===== src/rtl/match_timer.sv =====
// match_timer: prescaled up-counter with periodic/one-shot terminal count
// and NCH compare channels, each raising a one-cycle match pulse the cycle
// the counter first shows that channel's compare value.
module match_timer #(
    parameter int WIDTH   = 16,
    parameter int NCH     = 4,
    parameter int PRESC_W = 8
) (
    input  logic                 CLK,
    input  logic                 RST,
    input  logic                 EN,
    input  logic                 START,
    input  logic                 STOP,
    input  logic                 MODE,
    input  logic [PRESC_W-1:0]   PRESC,
    input  logic [WIDTH-1:0]     PERIOD,
    input  logic [NCH*WIDTH-1:0] MATCH_IN,
    output logic [WIDTH-1:0]     CNT_OUT,
    output logic [NCH-1:0]       MATCH_OUT,
    output logic                 PERIOD_OUT,
    output logic                 BUSY
);

    typedef enum logic {IDLE, RUN} state_t;

    state_t             state, state_nxt;
    logic [WIDTH-1:0]   cnt, cnt_nxt, cnt_inc;
    logic [PRESC_W-1:0] presc_cnt, presc_nxt;
    logic [NCH-1:0]     match, match_nxt;
    logic [NCH-1:0]     eq_zero, eq_inc;
    logic               per, per_nxt;
    logic               tick, terminal;

    assign cnt_inc  = cnt + WIDTH'(1);
    assign terminal = (cnt >= PERIOD);
    assign tick     = (state == RUN) && EN && (presc_cnt == PRESC);

    // Per-channel compares against the two possible next-count values.
    always_comb begin
        eq_zero = '0;
        eq_inc  = '0;
        for (int i = 0; i < NCH; i++) begin
            eq_zero[i] = (MATCH_IN[i*WIDTH +: WIDTH] == '0);
            eq_inc[i]  = (MATCH_IN[i*WIDTH +: WIDTH] == cnt_inc);
        end
    end

    // Next-state and next-output logic; pulses default low so every
    // non-tick cycle clears them.
    always_comb begin
        state_nxt = state;
        cnt_nxt   = cnt;
        presc_nxt = presc_cnt;
        match_nxt = '0;
        per_nxt   = 1'b0;
        if (STOP) begin
            // STOP beats a coincident START; count is held.
            state_nxt = IDLE;
        end else if (START) begin
            state_nxt = RUN;
            cnt_nxt   = '0;
            presc_nxt = '0;
            match_nxt = eq_zero;
        end else if (state == RUN && EN) begin
            presc_nxt = tick ? '0 : presc_cnt + PRESC_W'(1);
            if (tick) begin
                if (terminal) begin
                    // >= also catches a PERIOD lowered below the count.
                    per_nxt = 1'b1;
                    cnt_nxt = '0;
                    if (MODE) begin
                        state_nxt = IDLE;
                    end else begin
                        match_nxt = eq_zero;
                    end
                end else begin
                    cnt_nxt   = cnt_inc;
                    match_nxt = eq_inc;
                end
            end
        end
    end

    // State and datapath registers with synchronous active-low reset.
    always_ff @(posedge CLK) begin
        if (!RST) begin
            state     <= IDLE;
            cnt       <= '0;
            presc_cnt <= '0;
            match     <= '0;
            per       <= 1'b0;
        end else begin
            state     <= state_nxt;
            cnt       <= cnt_nxt;
            presc_cnt <= presc_nxt;
            match     <= match_nxt;
            per       <= per_nxt;
        end
    end

    assign CNT_OUT    = cnt;
    assign MATCH_OUT  = match;
    assign PERIOD_OUT = per;
    assign BUSY       = (state == RUN);

endmodule


===== config.mk =====
export PLATFORM = sky130hd
export DESIGN_NAME = match_timer
export DESIGN_NICKNAME = d
export VERILOG_FILES = /design/src/rtl/match_timer.sv
export SDC_FILE = /design/constraint.sdc
export NUM_CORES = 1
export LEC_CHECK = 0
export CORE_ASPECT_RATIO = 1.2
export CORE_UTILIZATION = 42
export DETAILED_ROUTE_END_ITERATION = 6
export PLACE_DENSITY = 0.8
export SETUP_SLACK_MARGIN = 0.3
export SLEW_MARGIN = 20
export SYNTH_ARGS = -nofsm -noshare
export SYNTH_HDL_FRONTEND = slang
export SYNTH_SLANG_ARGS = --single-unit

===== constraint.sdc =====
create_clock -name CLK -period 2.5 [get_ports CLK]
set_input_delay 0.75 -clock CLK [delete_from_list [all_inputs] [get_ports CLK]]
set_output_delay 0.75 -clock CLK [all_outputs]
set_load 0.1 [all_outputs]

==> flow_summary.html, run 1 <==
<table>
<tr><th>Metric</th><th>Value</th></tr>
<tr><th colspan="2">Yosys</th></tr>
<tr><td>Most common flop cell mapped by yosys</td><td>sky130_fd_sc_hd__dfxtp_1</td></tr>
<tr><td>Cells after Synth</td><td>413</td></tr>
<tr><td>Fraction of registers with async set/reset</td><td>0%</td></tr>
<tr><td>Mean instance size in the synthesized netlist</td><td>7.82 um2</td></tr>
<tr><td>Proportion of synthesized chip area in sequential cells</td><td>18.6%</td></tr>
<tr><td>Post-synth cell types</td><td>60</td></tr>
<tr><td>Post-synth top area share</td><td>18.6%</td></tr>
<tr><td>Number of synthesized register bits</td><td>30</td></tr>
<tr><td>Number of synthesized flops with an enable pin</td><td>0</td></tr>
<tr><td>Post-synthesis cell type with the largest combined area</td><td>sky130_fd_sc_hd__dfxtp_1</td></tr>
<tr><td>Netlist area before placement</td><td>3230 um2</td></tr>
<tr><td>Mapped Nets</td><td>525</td></tr>
<tr><td>Synth warnings</td><td>0</td></tr>
<tr><td>Synth area leaders</td><td>sky130_fd_sc_hd__dfxtp_1, sky130_fd_sc_hd__xnor2_1, sky130_fd_sc_hd__xor2_1</td></tr>
<tr><th colspan="2">GRT</th></tr>
<tr><td>First-pass GRT wire length</td><td>19.9 mm</td></tr>
<tr><td>Antenna violations before repair</td><td>0</td></tr>
<tr><td>Total congestion overflow</td><td>0</td></tr>
<tr><td>Number of global-route vias before repair</td><td>3990</td></tr>
<tr><td>Maximum number of pins on one net before global-route repair</td><td>15</td></tr>
<tr><td>Aggregate global-route resource usage</td><td>32.5%</td></tr>
<tr><th colspan="2">Die</th></tr>
<tr><td>Number of ports placed on the die boundary</td><td>116</td></tr>
<tr><td>Die Area</td><td>8040 um2</td></tr>
<tr><td>Initial Util</td><td>43.9%</td></tr>
<tr><td>Horizontal die dimension</td><td>82.0 um</td></tr>
<tr><td>Placeable core area</td><td>7360 um2</td></tr>
<tr><td>Rows</td><td>34</td></tr>
<tr><td>Height of the chip</td><td>98.0 um</td></tr>
<tr><th colspan="2">Clock network</th></tr>
<tr><td>Source-to-sink clock delay at the later pin of the worst-skew pair</td><td>0.29 ns</td></tr>
<tr><td>Clock tree from TritonCTS</td><td>built</td></tr>
<tr><td>H-tree depth</td><td>2</td></tr>
<tr><td>Maximum buffer depth of the clock tree</td><td>2</td></tr>
<tr><td>Hold Buf Count CTS</td><td>0</td></tr>
<tr><td>TritonCTS Buffers</td><td>5</td></tr>
<tr><td>Number of clock sinks seen by CTS</td><td>30</td></tr>
<tr><td>Clock transition at the register clock pins on the worst setup and hold paths after CTS</td><td>0.08 ns</td></tr>
<tr><td>CTS root buf</td><td>sky130_fd_sc_hd__clkbuf_8</td></tr>
<tr><th colspan="2">Setup path</th></tr>
<tr><td>Critical path startpoint category</td><td>input port</td></tr>
<tr><td>Crit-path max cell delay</td><td>0.32 ns</td></tr>
<tr><td>Slowest library cell on the worst path</td><td>sky130_fd_sc_hd__or2_4</td></tr>
<tr><td>Critical path start-end classification</td><td>input port to flop</td></tr>
<tr><td>Worst endpoint required time</td><td>2.70 ns</td></tr>
<tr><td>Cell family contributing the most delay on the critical path</td><td>simple AND/OR/NAND/NOR gates</td></tr>
<tr><td>Critical path buffers and inverters</td><td>2</td></tr>
<tr><td>Endpoint arrival time on the critical path</td><td>2.65 ns</td></tr>
<tr><td>Setup crit end kind</td><td>flop</td></tr>
<tr><td>Critical Path, Cell by Cell</td><td>dlygate4sd2_1 -&gt; xnor2_1 -&gt; nand4_1 -&gt; nor3_2 -&gt; nand2_2 -&gt; or2_4 -&gt; buf_4 -&gt; o41ai_2</td></tr>
<tr><td>Worst-path fanout max</td><td>6</td></tr>
<tr><th colspan="2">Drt</th></tr>
<tr><td>Vias</td><td>4020</td></tr>
<tr><td>Number of DRC violations after detailed routing</td><td>0</td></tr>
<tr><td>Post-DR vias/cell</td><td>5.87</td></tr>
<tr><td>Wire per inst</td><td>19.1 um</td></tr>
<tr><td>First-pass DRT Iterations</td><td>5</td></tr>
<tr><td>Post-detailed-route count of antenna-violating nets</td><td>0</td></tr>
<tr><td>Initial DRC count</td><td>327</td></tr>
<tr><td>Routed WL</td><td>13.1 mm</td></tr>
<tr><th colspan="2">STA</th></tr>
<tr><td>Post-layout min period</td><td>2.46 ns</td></tr>
<tr><td>Final Skew</td><td>0.00976 ns</td></tr>
<tr><td>Setup repair after global routing missed its margin</td><td>true</td></tr>
<tr><td>Count of final hold-check violations</td><td>0</td></tr>
<tr><td>Maximum frequency from static timing analysis</td><td>407 MHz</td></tr>
<tr><td>Final WS setup</td><td>0.0435 ns</td></tr>
<tr><td>Least-Margin Pin Slew</td><td>0.384 ns</td></tr>
<tr><td>Relative slew margins</td><td>73.7%</td></tr>
<tr><td>Max Transition Viols Final</td><td>0</td></tr>
<tr><td>Fin crit share</td><td>98.3%</td></tr>
<tr><td>Total setup violations reported at the end of the flow</td><td>0</td></tr>
<tr><th colspan="2">Placed design</th></tr>
<tr><td>Detailed Place HPWL</td><td>10.0 mm</td></tr>
<tr><td>Total placed instance area</td><td>5010 um2</td></tr>
<tr><td>RePlAce Congestion</td><td>0.960</td></tr>
<tr><td>Setup slack after placement</td><td>-0.555 ns</td></tr>
<tr><td>Input/output buffers</td><td>115</td></tr>
<tr><th colspan="2">Power</th></tr>
<tr><td>VDD IR-drop max</td><td>173 uV</td></tr>
<tr><td>Total power of the final layout</td><td>0.00126 W</td></tr>
<tr><td>Cell leakage power</td><td>2.12 nW</td></tr>
<tr><td>Switching power summed over all nets</td><td>0.000384 W</td></tr>
<tr><td>Net switching share of the total power</td><td>30.5%</td></tr>
<tr><td>Internal Power</td><td>0.000875 W</td></tr>
<tr><td>Share of power burned in the clock network</td><td>33.0%</td></tr>
<tr><td>Combinational fraction of design power</td><td>29.5%</td></tr>
<tr><td>Power density relative to cell area</td><td>232 nW/um2</td></tr>
<tr><td>Sequential share of power</td><td>37.5%</td></tr>
<tr><th colspan="2">Hold path</th></tr>
<tr><td>Class of the tightest hold or removal check</td><td>flop to flop</td></tr>
<tr><th colspan="2">Outcome</th></tr>
<tr><td>Result of the run</td><td>finished, final reports clean</td></tr>
<tr><th colspan="2">Run</th></tr>
<tr><td>Max-Cap Viols</td><td>0</td></tr>
<tr><th colspan="2">Finish</th></tr>
<tr><td>Fill count</td><td>566</td></tr>
<tr><td>Fraction of layout instances using a drive strength above 1</td><td>35.5%</td></tr>
<tr><td>Area growth from synthesis to layout</td><td>68.1%</td></tr>
<tr><td>Fin area</td><td>5430 um2</td></tr>
<tr><td>Number of nets at the end of the flow</td><td>706</td></tr>
<tr><td># diodes</td><td>0</td></tr>
</table>
## cell type report
type | instances | area (um2) | share of cell area (%)
Clock buffer | 5 | 68.8 | 1.27
Clock inverter | 3 | 16.3 | 0.300
Inverter | 17 | 81.3 | 1.50
Multi-Input combinational cell | 347 | 2800 | 51.7
Sequential cell | 30 | 649 | 12.0
Tap cell | 90 | 113 | 2.08
Timing Repair Buffer | 193 | 1690 | 31.2
## synthesized netlist by cell type (all sizes together) (2+ instances only)
master and n:
and2 3, nand3 20, nor4 24, or2 3, and3 5, o31ai 4
o211ai 4, a2111oi 2, xor2 33, dfxtp 30, or4 2, and4 4
nor2 23, o21a 3, a21o 5, buf 10, inv 17, a21oi 8
nor3b 3, a211oi 5, xnor2 54, or3 3, a22o 4, clkbuf 10
nor2b 2, nand2 23, o221ai 2, a31oi 3, nor3 17, ha 18
nand2b 4, o21ai 30, o2111ai 4, nand4 18
## what timing repair did
action	4_1_cts	5_1_grt
endpoints found under the hold margin	0	0
gates resized for setup	88	35
setup buffers	10	6
endpoints found under the setup margin	29	28
gates cloned	1	0
pin swaps	45	19
## per-layer routing
layer | wire length [um] | global-route usage [%] | vias to the layer above | share of wire, %
met5 | 0 | 0 | - | 0
met4 | 391 | 9.85 | 0 | 3.0
met3 | 1030 | 3.08 | 33 | 7.9
met2 | 6530 | 56.7 | 254 | 50
met1 | 5140 | 40.9 | 1854 | 39
li1 | - | - | 1879 | -
## cell usage in the layout (no fill, tap or decap), types with 5 or more instances in the layout
cell type / n
sky130_fd_sc_hd__a21o_1: 5
sky130_fd_sc_hd__buf_4: 92
sky130_fd_sc_hd__buf_6: 13
sky130_fd_sc_hd__clkbuf_8: 5
sky130_fd_sc_hd__clkdlybuf4s50_1: 69
sky130_fd_sc_hd__dfxtp_1: 13
sky130_fd_sc_hd__dfxtp_2: 6
sky130_fd_sc_hd__dfxtp_4: 11
sky130_fd_sc_hd__dlygate4sd2_1: 9
sky130_fd_sc_hd__ha_4: 13
sky130_fd_sc_hd__inv_2: 9
sky130_fd_sc_hd__nand2_1: 22
sky130_fd_sc_hd__nand3_1: 16
sky130_fd_sc_hd__nand4_1: 16
sky130_fd_sc_hd__nor2_1: 18
sky130_fd_sc_hd__nor3_1: 14
sky130_fd_sc_hd__nor4_1: 20
sky130_fd_sc_hd__o21ai_0: 19
sky130_fd_sc_hd__o21ai_1: 8
sky130_fd_sc_hd__xnor2_1: 53
sky130_fd_sc_hd__xor2_1: 32
## metrics by stage
| stage | utilization (%) | hold slack, ns | setup TNS [ns] | std cells |
|---|---|---|---|---|
| 6_report | 73.7 | 0.527 | 0 | 685 |
| 5_1_grt | 73.7 | 0.536 | 0 | 685 |
| 4_1_cts | 71.8 | 0.527 | 0 | 679 |
| 3_5_place_dp | 68.1 | 0.521 | -9.53 | 660 |
| 3_3_place_gp | 68.1 | 0.497 | -8.85 | 660 |
| 2_1_floorplan | - | 0.500 | 0 | 413 |
## final timing paths
kind	start	end	slack, ns	depth (start not counted)
max reg2reg	CNT_OUT[1]$_SDFFE_PN0P_	MATCH_OUT[1]$_SDFF_PP0_	0.18	12
max	PRESC[5]	MATCH_OUT[2]$_SDFF_PP0_	0.04	8
min	CNT_OUT[11]$_SDFFE_PN0P_	CNT_OUT[11]$_SDFFE_PN0P_	0.53	2
min reg2reg	CNT_OUT[11]$_SDFFE_PN0P_	CNT_OUT[11]$_SDFFE_PN0P_	0.53	2
## worst register-to-register path: cells and delay by family (launching register included)
family	cells	cell delay, ns
adders and majority gates	1	0.23
DFF	1	0.35
AOI/OAI and AO/OA	5	0.87
and+or+nand+nor	1	0.04
buffers and inverters	5	0.73
## power by group through the flow
stage | combinational (W) | sequential, W | clock [W]
2_1_floorplan | 0.000116 | 0.000487 | 0
3_3_place_gp | 0.000349 | 0.000482 | 0
3_5_place_dp | 0.000355 | 0.000482 | 0
4_1_cts | 0.000357 | 0.000471 | 0.000410
5_1_grt | 0.000396 | 0.000472 | 0.000434
6_report | 0.000371 | 0.000472 | 0.000415
## sequential cells by signal, summed over array words and instances (netlist names)
| signal | count |
|---|---|
| MATCH_OUT | 4 |
| PERIOD_OUT | 1 |
| BUSY | 1 |
| presc_cnt | 8 |
| CNT_OUT | 16 |
## cells by family after synthesis
family	count (synthesis)	share of synthesized area, %
and+or+nand+nor	157	27.2
DFF	30	18.6
xor gates and xnor gates	87	23.8
AOI/OAI and AO/OA	83	17.2
adders and majority gates	18	6.98
muxes	1	0.310
buffers and inverters	37	5.81
No activity file was read; power rests on OpenSTA's default activity.
==> run 2, diff against run 1 <==
--- a/config.mk
+++ b/config.mk
@@ -5,6 +5,8 @@
 export SDC_FILE = /design/constraint.sdc
 export NUM_CORES = 1
 export LEC_CHECK = 0
+export ABC_CLOCK_PERIOD_IN_PS = 2500
+export CAP_MARGIN = 15
 export CORE_ASPECT_RATIO = 1.2
 export CORE_UTILIZATION = 42
 export DETAILED_ROUTE_END_ITERATION = 6
==> results of run 2 <==
No change in the layout: final DEF, timing and power equal those of run 1.
